**src/rtl/pong_ball_engine.sv**
```systemverilog
// Pong ball physics and scoring: tick-divided motion, wall/paddle reflection, point pause, game over.
// Optional macro BALL_SPEEDUP_EN: ball step grows by one per paddle hit (1..4), back to 1 after a point.
module pong_ball_engine #(
    parameter int DIV_BITS    = 17,
    parameter int SCREEN_W    = 640,
    parameter int SCREEN_H    = 480,
    parameter int LEFT_X      = 20,
    parameter int RIGHT_X     = 620,
    parameter int PAD_HALF    = 10,
    parameter int PAUSE_TICKS = 64,
    parameter int WIN_SCORE   = 9
) (
    input  logic       clk,
    input  logic       rst_n,
    input  logic       start,
    input  logic [9:0] paddle_l_y,
    input  logic [9:0] paddle_r_y,
    output logic [9:0] ball_x,
    output logic [9:0] ball_y,
    output logic [3:0] score_l,
    output logic [3:0] score_r,
    output logic       game_over
);
    localparam logic [9:0] CX    = 10'(SCREEN_W / 2);
    localparam logic [9:0] CY    = 10'(SCREEN_H / 2);
    localparam logic [9:0] Y_MAX = 10'(SCREEN_H - 1);
    localparam logic [9:0] LX    = 10'(LEFT_X);
    localparam logic [9:0] RX    = 10'(RIGHT_X);
    localparam logic [3:0] WIN   = 4'(WIN_SCORE);
    localparam int         PW    = $clog2(PAUSE_TICKS + 1);
    localparam logic [PW-1:0] PAUSE_LAST = PW'(PAUSE_TICKS - 1);
    localparam logic signed [10:0] PH = 11'(PAD_HALF);

    typedef enum logic [1:0] {IDLE, PLAY, POINT, OVER} state_t;

    state_t              state_q, state_d;
    logic [DIV_BITS-1:0] div_q;
    logic                tick;
    logic [9:0]          x_q, x_d, y_q, y_d;
    logic                dx_right_q, dx_right_d, dy_down_q, dy_down_d;
    logic [3:0]          sl_q, sl_d, sr_q, sr_d;
    logic [PW-1:0]       pause_q, pause_d;
    logic [2:0]          step;
    logic [9:0]          step_w;
    logic                step_inc, step_clr;
    logic [9:0]          y_new;
    logic                dy_new;
    logic                hit_l, hit_r;

    // Inclusive paddle window test on an 11-bit signed difference.
    function automatic logic in_window(input logic [9:0] ball, input logic [9:0] pad);
        logic signed [10:0] diff;
        diff = $signed({1'b0, ball}) - $signed({1'b0, pad});
        return (diff <= PH) && (diff >= -PH);
    endfunction

`ifdef BALL_SPEEDUP_EN
    function automatic logic [2:0] sat_step(input logic [2:0] s);
        return (s >= 3'd4) ? 3'd4 : s + 3'd1;
    endfunction

    logic [2:0] step_q;

    always_ff @(posedge clk or negedge rst_n) begin
        if (!rst_n)        step_q <= 3'd1;
        else if (step_clr) step_q <= 3'd1;
        else if (step_inc) step_q <= sat_step(step_q);
    end

    assign step = step_q;
`else
    logic unused_step_ctl;
    assign unused_step_ctl = step_inc ^ step_clr;
    assign step = 3'd1;
`endif

    assign step_w = {7'd0, step};
    assign tick   = &div_q;

    // Vertical move with wall clamp; also feeds the paddle window test of the same tick.
    always_comb begin
        y_new  = y_q;
        dy_new = dy_down_q;
        if (!dy_down_q) begin
            if (y_q < step_w) begin
                y_new  = 10'd0;
                dy_new = 1'b1;
            end else begin
                y_new = y_q - step_w;
            end
        end else begin
            if (y_q > Y_MAX - step_w) begin
                y_new  = Y_MAX;
                dy_new = 1'b0;
            end else begin
                y_new = y_q + step_w;
            end
        end
        hit_l = in_window(y_new, paddle_l_y);
        hit_r = in_window(y_new, paddle_r_y);
    end

    always_comb begin
        state_d    = state_q;
        x_d        = x_q;
        y_d        = y_q;
        dx_right_d = dx_right_q;
        dy_down_d  = dy_down_q;
        sl_d       = sl_q;
        sr_d       = sr_q;
        pause_d    = pause_q;
        step_inc   = 1'b0;
        step_clr   = 1'b0;
        case (state_q)
            IDLE: begin
                x_d = CX;
                y_d = CY;
                if (start) state_d = PLAY;
            end
            PLAY: begin
                if (tick) begin
                    y_d       = y_new;
                    dy_down_d = dy_new;
                    if (!dx_right_q && (x_q <= LX + step_w)) begin
                        if (hit_l) begin
                            x_d        = LX;
                            dx_right_d = 1'b1;
                            step_inc   = 1'b1;
                        end else begin
                            sr_d       = sr_q + 4'd1;
                            x_d        = CX;
                            y_d        = CY;
                            dx_right_d = 1'b0;
                            step_clr   = 1'b1;
                            state_d    = POINT;
                        end
                    end else if (dx_right_q && (x_q >= RX - step_w)) begin
                        if (hit_r) begin
                            x_d        = RX;
                            dx_right_d = 1'b0;
                            step_inc   = 1'b1;
                        end else begin
                            sl_d       = sl_q + 4'd1;
                            x_d        = CX;
                            y_d        = CY;
                            dx_right_d = 1'b1;
                            step_clr   = 1'b1;
                            state_d    = POINT;
                        end
                    end else begin
                        x_d = dx_right_q ? x_q + step_w : x_q - step_w;
                    end
                end
            end
            POINT: begin
                x_d = CX;
                y_d = CY;
                if (tick) begin
                    if (pause_q == PAUSE_LAST) begin
                        pause_d = '0;
                        state_d = (sl_q == WIN || sr_q == WIN) ? OVER : PLAY;
                    end else begin
                        pause_d = pause_q + PW'(1);
                    end
                end
            end
            OVER: begin
                x_d = CX;
                y_d = CY;
                if (start) begin
                    sl_d       = 4'd0;
                    sr_d       = 4'd0;
                    dx_right_d = 1'b1;
                    dy_down_d  = 1'b1;
                    step_clr   = 1'b1;
                    state_d    = PLAY;
                end
            end
            default: state_d = IDLE;
        endcase
    end

    always_ff @(posedge clk or negedge rst_n) begin
        if (!rst_n) begin
            state_q    <= IDLE;
            div_q      <= '0;
            x_q        <= CX;
            y_q        <= CY;
            dx_right_q <= 1'b1;
            dy_down_q  <= 1'b1;
            sl_q       <= 4'd0;
            sr_q       <= 4'd0;
            pause_q    <= '0;
        end else begin
            state_q    <= state_d;
            div_q      <= div_q + DIV_BITS'(1);
            x_q        <= x_d;
            y_q        <= y_d;
            dx_right_q <= dx_right_d;
            dy_down_q  <= dy_down_d;
            sl_q       <= sl_d;
            sr_q       <= sr_d;
            pause_q    <= pause_d;
        end
    end

    assign ball_x    = x_q;
    assign ball_y    = y_q;
    assign score_l   = sl_q;
    assign score_r   = sr_q;
    assign game_over = (state_q == OVER);
endmodule

```
**config.mk**
```make
export PLATFORM = sky130hd
export DESIGN_NAME = pong_ball_engine
export DESIGN_NICKNAME = d
export VERILOG_FILES = /design/src/rtl/pong_ball_engine.sv
export SDC_FILE = /design/constraint.sdc
export NUM_CORES = 1
export LEC_CHECK = 0
export CAP_MARGIN = 0
export CORE_MARGIN = 2
export CORE_UTILIZATION = 52
export DETAILED_ROUTE_END_ITERATION = 16
export GPL_TIMING_DRIVEN = 1
export PLACE_DENSITY = 0.81
export SLEW_MARGIN = 20
export SYNTH_ARGS = -nofsm -noshare
export SYNTH_HDL_FRONTEND = slang
export SYNTH_SLANG_ARGS = --single-unit
```
**constraint.sdc**
```tcl
create_clock -name clk -period 4.1 [get_ports clk]
set_input_delay 0.615 -clock clk [delete_from_list [all_inputs] [get_ports clk]]
set_output_delay 0.615 -clock clk [all_outputs]
set_load 0.02 [all_outputs]
```
==> run_results.csv <==
group,metric,value,unit
timing,skew,0.003891,ns
timing,setup_viol_count_final,25,
placement,gp_congestion,0.9327,
timing,finalHoldViolations,0,
detailed_routing,via_count,5015,
finish,nets,764,
cts,clkTransAtPathRegs,0.11,ns
critical_path,max_stage_delay,0.56,ns
die,die_x,99.69,um
cts,htree_levels,2,
critical_path,cp-start-kind,"register",
placement,dp_cells,777,
placement,dpl_cell_area,5993,um^2
synth,async_flop_share,1.000,
run_status,status,"finished with violations",
placement,dp_worst_setup_slack,-0.2920,ns
finish,finalInstanceArea,6661,um^2
global_route,grt_max_degree,57,
global_route,grt_pass1_wl,22840,um
synth,netlist_area,4761,um^2
power_and_ir_drop,switchingPower,0.0005305,W
critical_path,path_cells,"nand4_1, o21bai_1, a41oi_2, a21oi_1, nor3_1, a211oi_2, buf_4, ha_1, buf_4, a311oi_1, o311ai_1, buf_4, or4b_4, o211ai_4, buf_4, nand3_1, o32ai_2",
timing,worst_slew_pin_slew,1.016,ns
critical_path,crit_path_end_kind,"register",
power_and_ir_drop,power_frac_comb,0.366,
cts,ctsRootBufferMaster,"clkbuf_8",
finish,stdcell_count,806,
cts,clock_sinks,56,
global_route,antenna_found_initial,0,
timing,rsz0062_at_grt,"true",
finish,multi_input_comb_area,3552,um^2
synth,netlist_instances,556,
synth,yosys_warnings,0,
timing,fin_hold_ws,0.4124,ns
finish,seqCellArea,1416,um^2
finish,final_util,0.7565,
min_path,min_path_type,"in2async",
die,fp.dieH,99.69,um
detailed_routing,detail_route.vias_per_cell,6.222,
power_and_ir_drop,switching_share,0.3718,
cts,ctsHoldBuffers,0,
cts,cts_buffers,5,
die,io_pins,52,
power_and_ir_drop,p_int,0.0008966,W
detailed_routing,dr.pass1.iters,6,
finish,mostFrequentLayoutCell,"buf_4",
synth,synth_cell_types,73,
critical_path,critPathKind,"reg2reg",
timing,period_share,1.048,
global_route,overflow,0,
placement,port_buffers,51,
detailed_routing,drcViolationCount,0,
critical_path,crit_path_max_fanout,5,
finish,fill_cells,576,
finish,area_delta_synth_final,39.92,%
critical_path,required,4.33,ns
global_route,grtUsageTotal,0.2803,
detailed_routing,drt_iter0_drc,270,
power_and_ir_drop,p_per_area,214.2,nW/um^2
timing,slew_violations,0,
power_and_ir_drop,power_leakage,2.951,nW
timing,period_minus_slack,4.299,ns
die,rows,34,
die,dieArea,9937,um^2
die,core,8806,um^2
critical_path,cp_common_cell,"buf_4",
run_status,violations,"negative setup slack",
synth,ys_seq_area_frac,0.2965,
synth,synth_ff_type,"dfrtp_1",
cts,clock_latency,0.32,ns
synth,synth_edf_count,0,
power_and_ir_drop,seqPwrFrac,0.410,
detailed_routing,wire_per_inst,17.82,um
critical_path,crit_arrival,4.53,ns
synth,synth_area_per_cell,8.563,um^2
die,start_util,0.5406,
cts,cts_tree,"yes",
job,max_cap_viol_count,0,
critical_path,cp_slowest_cell,"dfstp_2",
synth,ys_ff_latch,56,
timing,max_freq,232.6,MHz
detailed_routing,drt_wl_total,14360,um
finish,final_cell_mix,"91 x buf_4, 50 x clkdlybuf4s50_1, 46 x inv_1",
finish,drive_gt1_frac,0.2894,
placement,hpwlAfterDp,10160,um
synth,syn_nets,623,
finish,diodes,0,
detailed_routing,ant_nets,0,
global_route,grt_pass1_vias,4874,
cts,clock_path_buffers,2,
timing,timing.final.ws_setup,-0.1987,ns
timing,slew_headroom,0.3204,
power_and_ir_drop,pwr-share-clk,0.224,
power_and_ir_drop,vdd_ir_drop_max,0.0002070,V
## cell usage after synthesis, types with 9 or more instances
cell	number	share of area
nand2_1	34	0.027
a21oi_1	33	0.035
nand3_1	29	0.030
xnor2_1	19	0.035
a31oi_1	11	0.014
nand2b_1	14	0.018
inv_1	50	0.039
a21o_1	9	0.014
nor2b_1	16	0.021
clkbuf_1	14	0.011
o21ai_0	23	0.024
xor2_1	10	0.018
and3_1	10	0.013
nor2_1	33	0.026
ha_1	41	0.11
dfrtp_1	48	0.25
## repair_timing
| action | 4_1_cts | 5_1_grt |
|---|---|---|
| setup endpoints to repair | 26 | 28 |
| pin swaps | 18 | 37 |
| gates resized for setup | 40 | 47 |
| gates cloned | 0 | 0 |
| buffers inserted | 12 | 9 |
## sequential cells by signal, indices dropped and copies added, names as in the netlist
signal	cells
pause_q	7
dy_down_q	1
ball_x	10
div_q	17
dx_right_q	1
state_q	2
score_l	4
score_r	4
ball_y	10
## worst max-delay path, delay by kind of cell, from the launching register on
family	cells	cell delay, ns
compound gates	8	1.86
flops	1	0.56
buf+inv	4	0.71
simple gates	4	0.82
fa+ha+maj	1	0.26
## layout make-up
class / count / area share
multi-input cells: 435 / 0.5332
inverters: 50 / 0.02855
repair buffers: 149 / 0.1916
well taps: 108 / 0.02029
clock buffers: 5 / 0.01033
flip-flops and latches: 56 / 0.2126
clock inverters: 3 / 0.003381
## path summary, 6_finish.rpt
kind	from	end	slack, ns	cells past startpoint
worst max-delay path	ball_y[4]$_DFFE_PN1N_	ball_y[0]$_DFFE_PN0N_	-0.20	17
max in group asynchronous	rst_n	ball_y[1]$_DFFE_PN0N_	3.18	2
worst min register to register	div_q[8]$_DFF_PN0_	div_q[8]$_DFF_PN0_	0.47	1
worst min-delay path	rst_n	div_q[0]$_DFF_PN0_	0.41	2
worst max register to register	ball_y[4]$_DFFE_PN1N_	ball_y[0]$_DFFE_PN0N_	-0.20	17
min in group clk	div_q[8]$_DFF_PN0_	div_q[8]$_DFF_PN0_	0.47	1
## per-stage QoR
stage	TNS, ns	power (W)
global route	-7.559	0.001497
global placement	-3.718	0.001023
floorplan	-1.022	0.0008896
finish	-3.464	0.001427
CTS	-1.166	0.001370
detailed placement	-5.205	0.001040
## logic make-up after synthesis
logic type,synth area share
DFF,0.2965
adders and majority gates,0.1204
AOI/OAI and AO/OA,0.2576
muxes,0.01524
and+or+nand+nor,0.2055
xor gates and xnor gates,0.05335
buffers and inverters,0.05151
## power by group through the flow
| stage | Combinational (W) | Clock [W] | Sequential, W |
|---|---|---|---|
| 2_1_floorplan | 0.000294 | 0 | 0.000596 |
| 3_3_place_gp | 0.000430 | 0 | 0.000593 |
| 3_5_place_dp | 0.000446 | 0 | 0.000594 |
| 4_1_cts | 0.000464 | 0.000322 | 0.000584 |
| 5_1_grt | 0.000565 | 0.000347 | 0.000586 |
| 6_report | 0.000522 | 0.000320 | 0.000585 |
## metal layers
metal	global-route usage	vias up	share of wire
li1	-	2346	-
met1	0.3763	2429	0.43
met2	0.4751	207	0.49
met3	0.04708	33	0.056
met4	0.06639	0	0.020
met5	0	-	0
No activity file was read; power rests on OpenSTA's default activity.
